File: src/rtl/switch_cmd_initiator_pkg.sv
// Shared definitions for the single-byte switch-command protocol.
// Holds the command/ack byte constants, the initiator FSM state codes and
// helpers that map a requested switch state (0..3) to its command and ack
// bytes. The switch-box responder imports this same package so that both
// ends agree on the byte values.
package switch_cmd_initiator_pkg;

  localparam logic [7:0] CMD_U = 8'h55;
  localparam logic [7:0] CMD_J = 8'h6A;
  localparam logic [7:0] CMD_F = 8'h66;
  localparam logic [7:0] CMD_W = 8'h77;

  localparam logic [7:0] ACK_P = 8'h50;
  localparam logic [7:0] ACK_R = 8'h52;
  localparam logic [7:0] ACK_S = 8'h53;
  localparam logic [7:0] ACK_T = 8'h54;

  typedef enum logic [1:0] {
    ST_IDLE     = 2'd0,
    ST_SEND     = 2'd1,
    ST_WAIT_ACK = 2'd2
  } state_t;

  function automatic logic [7:0] cmd_byte_of(input logic [1:0] sw_state);
    case (sw_state)
      2'd0:    return CMD_U;
      2'd1:    return CMD_J;
      2'd2:    return CMD_F;
      default: return CMD_W;
    endcase
  endfunction

  function automatic logic [7:0] ack_byte_of(input logic [1:0] sw_state);
    case (sw_state)
      2'd0:    return ACK_P;
      2'd1:    return ACK_R;
      2'd2:    return ACK_S;
      default: return ACK_T;
    endcase
  endfunction

endpackage

File: src/rtl/switch_cmd_initiator_tx.sv
// uart_byte_tx: 8N1 UART byte serializer with its own baud counter.
// Ports:
//   clk_50   in   main clock
//   rst_n    in   synchronous active-low reset (line returns high next cycle)
//   tx_start in   one-cycle request; taken only while idle
//   tx_byte  in   byte to send, captured with tx_start
//   uart_tx  out  serial line, idle high
//   tx_busy  out  frame in progress
//   tx_done  out  one-cycle pulse in the cycle after the last stop-bit cycle
module uart_byte_tx #(
  parameter logic [12:0] BAUD_DIV = 13'd5208
) (
  input  logic       clk_50,
  input  logic       rst_n,
  input  logic       tx_start,
  input  logic [7:0] tx_byte,
  output logic       uart_tx,
  output logic       tx_busy,
  output logic       tx_done
);

  logic [12:0] baud_cnt;
  logic [3:0]  bit_idx;
  logic [3:0]  next_idx;
  logic [9:0]  frame;

  assign next_idx = bit_idx + 4'd1;

  always_ff @(posedge clk_50) begin
    if (!rst_n) begin
      uart_tx  <= 1'b1;
      tx_busy  <= 1'b0;
      tx_done  <= 1'b0;
      baud_cnt <= '0;
      bit_idx  <= '0;
    end else begin
      tx_done <= 1'b0;
      if (!tx_busy) begin
        if (tx_start) begin
          tx_busy  <= 1'b1;
          uart_tx  <= 1'b0;
          baud_cnt <= '0;
          bit_idx  <= '0;
        end
      end else if (baud_cnt == BAUD_DIV - 13'd1) begin
        baud_cnt <= '0;
        if (bit_idx == 4'd9) begin
          tx_busy <= 1'b0;
          tx_done <= 1'b1;
          uart_tx <= 1'b1;
        end else begin
          bit_idx <= next_idx;
          uart_tx <= frame[next_idx];
        end
      end else begin
        baud_cnt <= baud_cnt + 13'd1;
      end
    end
  end

  // Frame shift data: {stop, data LSB-first, start}; pure data, no reset.
  always_ff @(posedge clk_50) begin
    if (!tx_busy && tx_start) begin
      frame <= {1'b1, tx_byte, 1'b0};
    end
  end

endmodule

File: src/rtl/switch_cmd_initiator.sv
// switch_cmd_initiator: host-side initiator for the single-byte switch
// command protocol. Sends the command byte for the requested state, waits
// for the matching ack, retries on timeout or wrong ack, reports done/err.
// Ports:
//   clk_50     in   main clock
//   rst_n      in   synchronous active-low reset
//   cmd_valid  in   request to set remote switch state
//   cmd_state  in   requested state 0..3
//   cmd_ready  out  high in IDLE; accept on cmd_valid && cmd_ready
//   rx_data    in   byte from UART receiver (clk_50 domain)
//   rx_valid   in   single-cycle strobe for rx_data
//   uart_tx    out  serial line to remote, idle high
//   busy       out  high from accept until the done/err pulse
//   done       out  one-cycle pulse: matching ack received
//   err        out  one-cycle pulse: retries exhausted
//   cur_state  out  last state acked by remote
//   cur_valid  out  cur_state acked at least once since reset
module switch_cmd_initiator
  import switch_cmd_initiator_pkg::*;
#(
  parameter logic [12:0] BAUD_DIV    = 13'd5208,
  parameter logic [23:0] TIMEOUT_CYC = 24'd5000000,
  parameter logic [1:0]  MAX_RETRIES = 2'd2
) (
  input  logic       clk_50,
  input  logic       rst_n,
  input  logic       cmd_valid,
  input  logic [1:0] cmd_state,
  output logic       cmd_ready,
  input  logic [7:0] rx_data,
  input  logic       rx_valid,
  output logic       uart_tx,
  output logic       busy,
  output logic       done,
  output logic       err,
  output logic [1:0] cur_state,
  output logic       cur_valid
);

  state_t      state_q, state_d;
  logic [1:0]  retry_q, retry_d;
  logic [23:0] timer_q;
  logic        tx_start_q, tx_start_d;
  logic        done_d, err_d;
  logic [1:0]  lat_state_q;
  logic [7:0]  cmd_byte_q;
  logic [7:0]  ack_byte_q;
  logic        ack_match, timeout;
  logic        tx_busy, tx_done;

  assign cmd_ready = (state_q == ST_IDLE);
  assign busy      = (state_q != ST_IDLE);
  assign ack_match = rx_valid && (rx_data == ack_byte_q);
  assign timeout   = (timer_q == TIMEOUT_CYC - 24'd1);

  always_comb begin
    state_d    = state_q;
    retry_d    = retry_q;
    tx_start_d = 1'b0;
    done_d     = 1'b0;
    err_d      = 1'b0;
    case (state_q)
      ST_IDLE: begin
        if (cmd_valid) begin
          state_d    = ST_SEND;
          retry_d    = 2'd0;
          tx_start_d = 1'b1;
        end
      end
      ST_SEND: begin
        if (tx_done) state_d = ST_WAIT_ACK;
      end
      ST_WAIT_ACK: begin
        // A match is checked first so it wins over a coincident timeout.
        if (ack_match) begin
          done_d  = 1'b1;
          state_d = ST_IDLE;
        end else if (rx_valid || timeout) begin
          if (retry_q < MAX_RETRIES) begin
            retry_d    = retry_q + 2'd1;
            state_d    = ST_SEND;
            tx_start_d = 1'b1;
          end else begin
            err_d   = 1'b1;
            state_d = ST_IDLE;
          end
        end
      end
      default: state_d = ST_IDLE;
    endcase
  end

  always_ff @(posedge clk_50) begin
    if (!rst_n) begin
      state_q    <= ST_IDLE;
      retry_q    <= 2'd0;
      timer_q    <= '0;
      tx_start_q <= 1'b0;
      done       <= 1'b0;
      err        <= 1'b0;
      cur_state  <= 2'd0;
      cur_valid  <= 1'b0;
    end else begin
      state_q    <= state_d;
      retry_q    <= retry_d;
      tx_start_q <= tx_start_d;
      done       <= done_d;
      err        <= err_d;
      // Timer is held at zero outside WAIT_ACK, so each wait starts fresh.
      if (state_q != ST_WAIT_ACK) begin
        timer_q <= '0;
      end else if (!timeout) begin
        timer_q <= timer_q + 24'd1;
      end
      if (done_d) begin
        cur_state <= lat_state_q;
        cur_valid <= 1'b1;
      end
    end
  end

  // Command/ack bytes latched at accept; data only, no reset.
  always_ff @(posedge clk_50) begin
    if (cmd_ready && cmd_valid) begin
      lat_state_q <= cmd_state;
      cmd_byte_q  <= cmd_byte_of(cmd_state);
      ack_byte_q  <= ack_byte_of(cmd_state);
    end
  end

  uart_byte_tx #(
    .BAUD_DIV (BAUD_DIV)
  ) u_tx (
    .clk_50   (clk_50),
    .rst_n    (rst_n),
    .tx_start (tx_start_q && !tx_busy),
    .tx_byte  (cmd_byte_q),
    .uart_tx  (uart_tx),
    .tx_busy  (tx_busy),
    .tx_done  (tx_done)
  );

endmodule
File: config.mk
export PLATFORM = sky130hd
export DESIGN_NAME = switch_cmd_initiator
export DESIGN_NICKNAME = d
export VERILOG_FILES = /design/src/rtl/switch_cmd_initiator_pkg.sv /design/src/rtl/switch_cmd_initiator_tx.sv /design/src/rtl/switch_cmd_initiator.sv
export SDC_FILE = /design/constraint.sdc
export NUM_CORES = 1
export LEC_CHECK = 0
export BUFFER_PORTS_ARGS = -buffer_cell sky130_fd_sc_hd__buf_2
export CORE_MARGIN = 5
export CORE_UTILIZATION = 45
export CTS_BUF_LIST = sky130_fd_sc_hd__clkbuf_8
export CTS_CLUSTER_DIAMETER = 120
export DETAILED_ROUTE_END_ITERATION = 10
export PLACE_DENSITY = 0.72
export RECOVER_POWER = 100
export SLEW_MARGIN = 20
export SYNTH_ARGS = -nofsm -noshare
export SYNTH_HDL_FRONTEND = slang
export SYNTH_SLANG_ARGS = --single-unit
File: constraint.sdc
create_clock -name clk_50 -period 2.5 [get_ports clk_50]
set_input_delay 0.5 -clock clk_50 [delete_from_list [all_inputs] [get_ports clk_50]]
set_output_delay 0.5 -clock clk_50 [all_outputs]
set_load 0.01 [all_outputs]
==> flow_summary_export.csv <==
group,metric,value,unit
status,status,"finished clean",
critical_path,end_kind,"register",
timing,relSlewSlack,0.572,
floorplan,core-area,6830,sq um
power,netSwitchingPower,0.498,mW
power,sequentialPowerShare,0.510,
route,drt_iter0_markers,109,
cells_and_area,drive_above_1_share,0.0875,
power,p_clk_frac,0.452,
worst_hold_path,hold_path_class,"reg -> reg",
yosys,ys_types,51,
yosys,synth_seq_cells,67,
route,wl,6.03,mm
critical_path,crit_top_cell,"or4b_1",
route,drcViolationCount,0,
yosys,synth-simple-area-share,0.256,
floorplan,die_area,8830,sq um
power,p_int,1.72,mW
cts,cts_tree,"built",
critical_path,crit_path_max_incr_delay,0.60,ns
timing,setup_tns,0,ns
critical_path,crit_type,"reg -> reg",
floorplan,ios,22,
timing,final_hold_viol_count,0,
yosys,synth_warnings,0,
cts,cts_sinks,67,
critical_path,crit_buf_inv,0,
timing,max_freq,447,MHz
power,combPwrFrac,0.038,
floorplan,die_x,94.0,um
yosys,synth_edf_count,13,
cts,cts_hold_buf,0,
timing,fin_crit,2.24,ns
timing,layout_worst_path_cycle_share,0.895,
global_route,grt_max_degree,30,
power,power_density,619,nW/um^2
critical_path,crit_chain,"or4b_1, or4_1, or4b_1, a21boi_0",
cts,root_buffer,"clkbuf_8",
place,gp_congestion,0.794,
yosys,synth_compound_area_frac,0.126,
timing,whs,0.416,ns
power,ir_worst_vdd,378,uV
global_route,grt_pass1_vias,2413,
yosys,synthesis.area,3170,sq um
yosys,synth.top_cells.by_area,"dfxtp_1 (34%), edfxtp_1 (12%), nor2_1 (4.8%), ha_1 (3.9%), nand2_1 (3.9%)",
cts,clk_pin_slew_worst_paths,0.08,ns
yosys,synth_top_cell_by_area,"dfxtp_1",
yosys,syn-num-nets,375,
yosys,synth_xor_area_frac,0.0745,
cells_and_area,area_delta_synth_final,12.5,%
cts,post_cts_buffers,0,
critical_path,required,2.78,ns
yosys,synth_top_family_by_area,"simple AND/OR/NAND/NOR gates",
floorplan,start_util,0.465,
timing,setup_viol,0,
cells_and_area,final_util,0.523,
flow_run,maxCapViolations,0,
yosys,muxShareOfSynthArea,0.00315,
cells_and_area,diodes,0,
place,dp_hpwl,4.14,mm
critical_path,reg2reg_setup_slack,0.26,ns
power,power_switching_share,0.225,
place,preCtsSetupSlack,0.278,ns
critical_path,start_kind,"register",
timing,clock_skew,0.00917,ns
critical_path,cp_top_family,"simple AND/OR/NAND/NOR gates",
route,ant_nets,0,
critical_path,critPathSlowestCell,"or4_1",
cells_and_area,fillers,653,
critical_path,critical_path_arrival,2.51,ns
route,first_pass_iters,4,
timing,worst_slew_pin_slew,0.642,ns
timing,worst_slack,0.263,ns
place,portBuffers,21,
cells_and_area,final_net_count,396,
cts,cts-buffers-inserted,9,
global_route,grt_first_pass_wirelength,10.4,mm
yosys,ys_seq_area_frac,0.464,
yosys,synth_top_cell_area_share,0.341,
power,p_leak,1.23,nW
yosys,syn_area_per_cell,9.04,sq um
route,wl_per_cell,12.8,um
yosys,synth_flop_cell,"dfxtp_1",
yosys,synthAdderAreaFrac,0.0394,
route,avgViaCountPerCell,5.33,
cts,ctsResizeCount,0,
yosys,async_flop_share,0,
cts,htree_levels,3,
timing,slew_viol_final,0,
critical_path,worstPathMaxFanout,7,
timing,rsz0062_at_grt,"false",
floorplan,rows,30,
power,totalPowerFinal,2.21,mW
floorplan,die_h,94.0,um
cts,clockBufferDepth,2,
global_route,grt_use_total,0.148,
cts,insertion_delay,0.34,ns
global_route,gr-total-overflow,0,
yosys,syn-instance-count,351,
global_route,antenna_found_initial,0,
route,vias,2520,
worst reg2reg max path: stages, from the launching register on:
cell	delay, ns
dfxtp_1	0.35
or4b_1	0.56
or4_1	0.61
or4b_1	0.50
a21boi_0	0.16
power groups by stage:
stage               combinational (mW)  sequential, mW  clock, mW
floorplan                       0.0548            1.15          0
global placement                0.0862            1.15          0
detailed placement              0.0884            1.15          0
CTS                             0.0885            1.13       1.03
global route                    0.0953            1.13       1.08
finish                          0.0835            1.13       1.00
kinds of logic (layout without fill, tap and decap cells):
logic type | after synthesis | in the layout
AO/OA/AOI/OAI | 56 | 56
AND/OR/NAND/NOR | 159 | 159
buffers and inverters | 31 | 57
adder cells (fa/ha/maj) | 10 | 10
XOR/XNOR | 27 | 27
multiplexers | 1 | 1
flip-flops | 67 | 67
Yosys cell counts (all sizes together) (4+ instances only):
master,n
a21boi,7
a21oi,6
and2,7
and3,6
and4,4
clkbuf,14
dfxtp,54
edfxtp,13
ha,10
inv,17
nand2,33
nand3,15
nand4,7
nor2,41
nor3,19
o211a,4
o211ai,8
o21ai,12
xnor2,14
xor2,13
final cells by class:
| cell class | instances | area [sq um] | share of cell area |
|---|---|---|---|
| multi-input combinational | 253 | 1590 | 0.444 |
| clock inverter | 7 | 100 | 0.0280 |
| sequential | 67 | 1470 | 0.412 |
| inverter | 17 | 63.8 | 0.0179 |
| timing repair buffer | 24 | 108 | 0.0301 |
| clock buffer | 9 | 124 | 0.0347 |
| tap | 96 | 120 | 0.0336 |
placed cells by master, fill, tap and decap left out, drive strengths merged, types with 4 or more instances in the layout:
cell type	n
a21boi	7
a21oi	6
and2	7
and3	6
and4	4
buf	12
clkbuf	21
dfxtp	54
edfxtp	13
ha	10
inv	18
nand2	33
nand3	15
nand4	7
nor2	41
nor3	19
o211a	4
o211ai	8
o21ai	12
xnor2	14
xor2	13
per-layer routing:
metal	GRT usage	part of all wire
met5	0	0
met4	0.0469	0.014
met3	0.0521	0.040
met2	0.258	0.48
met1	0.168	0.47
worst paths after layout:
| check | end | cells past startpoint | start |
|---|---|---|---|
| setup / recovery | u_tx.bit_idx[2]$_SDFFE_PN0P_ | 4 | u_tx.baud_cnt[9]$_SDFFE_PN0P_ |
| hold reg to reg | u_tx.frame[4]$_DFFE_PP_ | 0 | cmd_byte_q[3]$_DFFE_PP_ |
| setup reg to reg | u_tx.bit_idx[2]$_SDFFE_PN0P_ | 4 | u_tx.baud_cnt[9]$_SDFFE_PN0P_ |
| hold / removal | u_tx.frame[4]$_DFFE_PP_ | 0 | cmd_byte_q[3]$_DFFE_PP_ |
flip-flops by register name, summed over array words and instances, names as in the netlist:
register	cells
cur_state	2
lat_state_q	2
u_tx.uart_tx	1
cur_valid	1
done	1
retry_q	2
u_tx.tx_done	1
timer_q	24
u_tx.baud_cnt	13
u_tx.frame	4
u_tx.tx_busy	1
u_tx.bit_idx	4
err	1
state_q	2
ack_byte_q	3
tx_start_q	1
cmd_byte_q	4
stage by stage:
step | instance area (sq um) | cells
finish | 3570 | 473
global route | 3570 | 473
CTS | 3600 | 473
detailed placement | 3370 | 457
global placement | 3370 | 457
floorplan | 3170 | 351
Note: power is estimated with default switching activity, not from simulation.
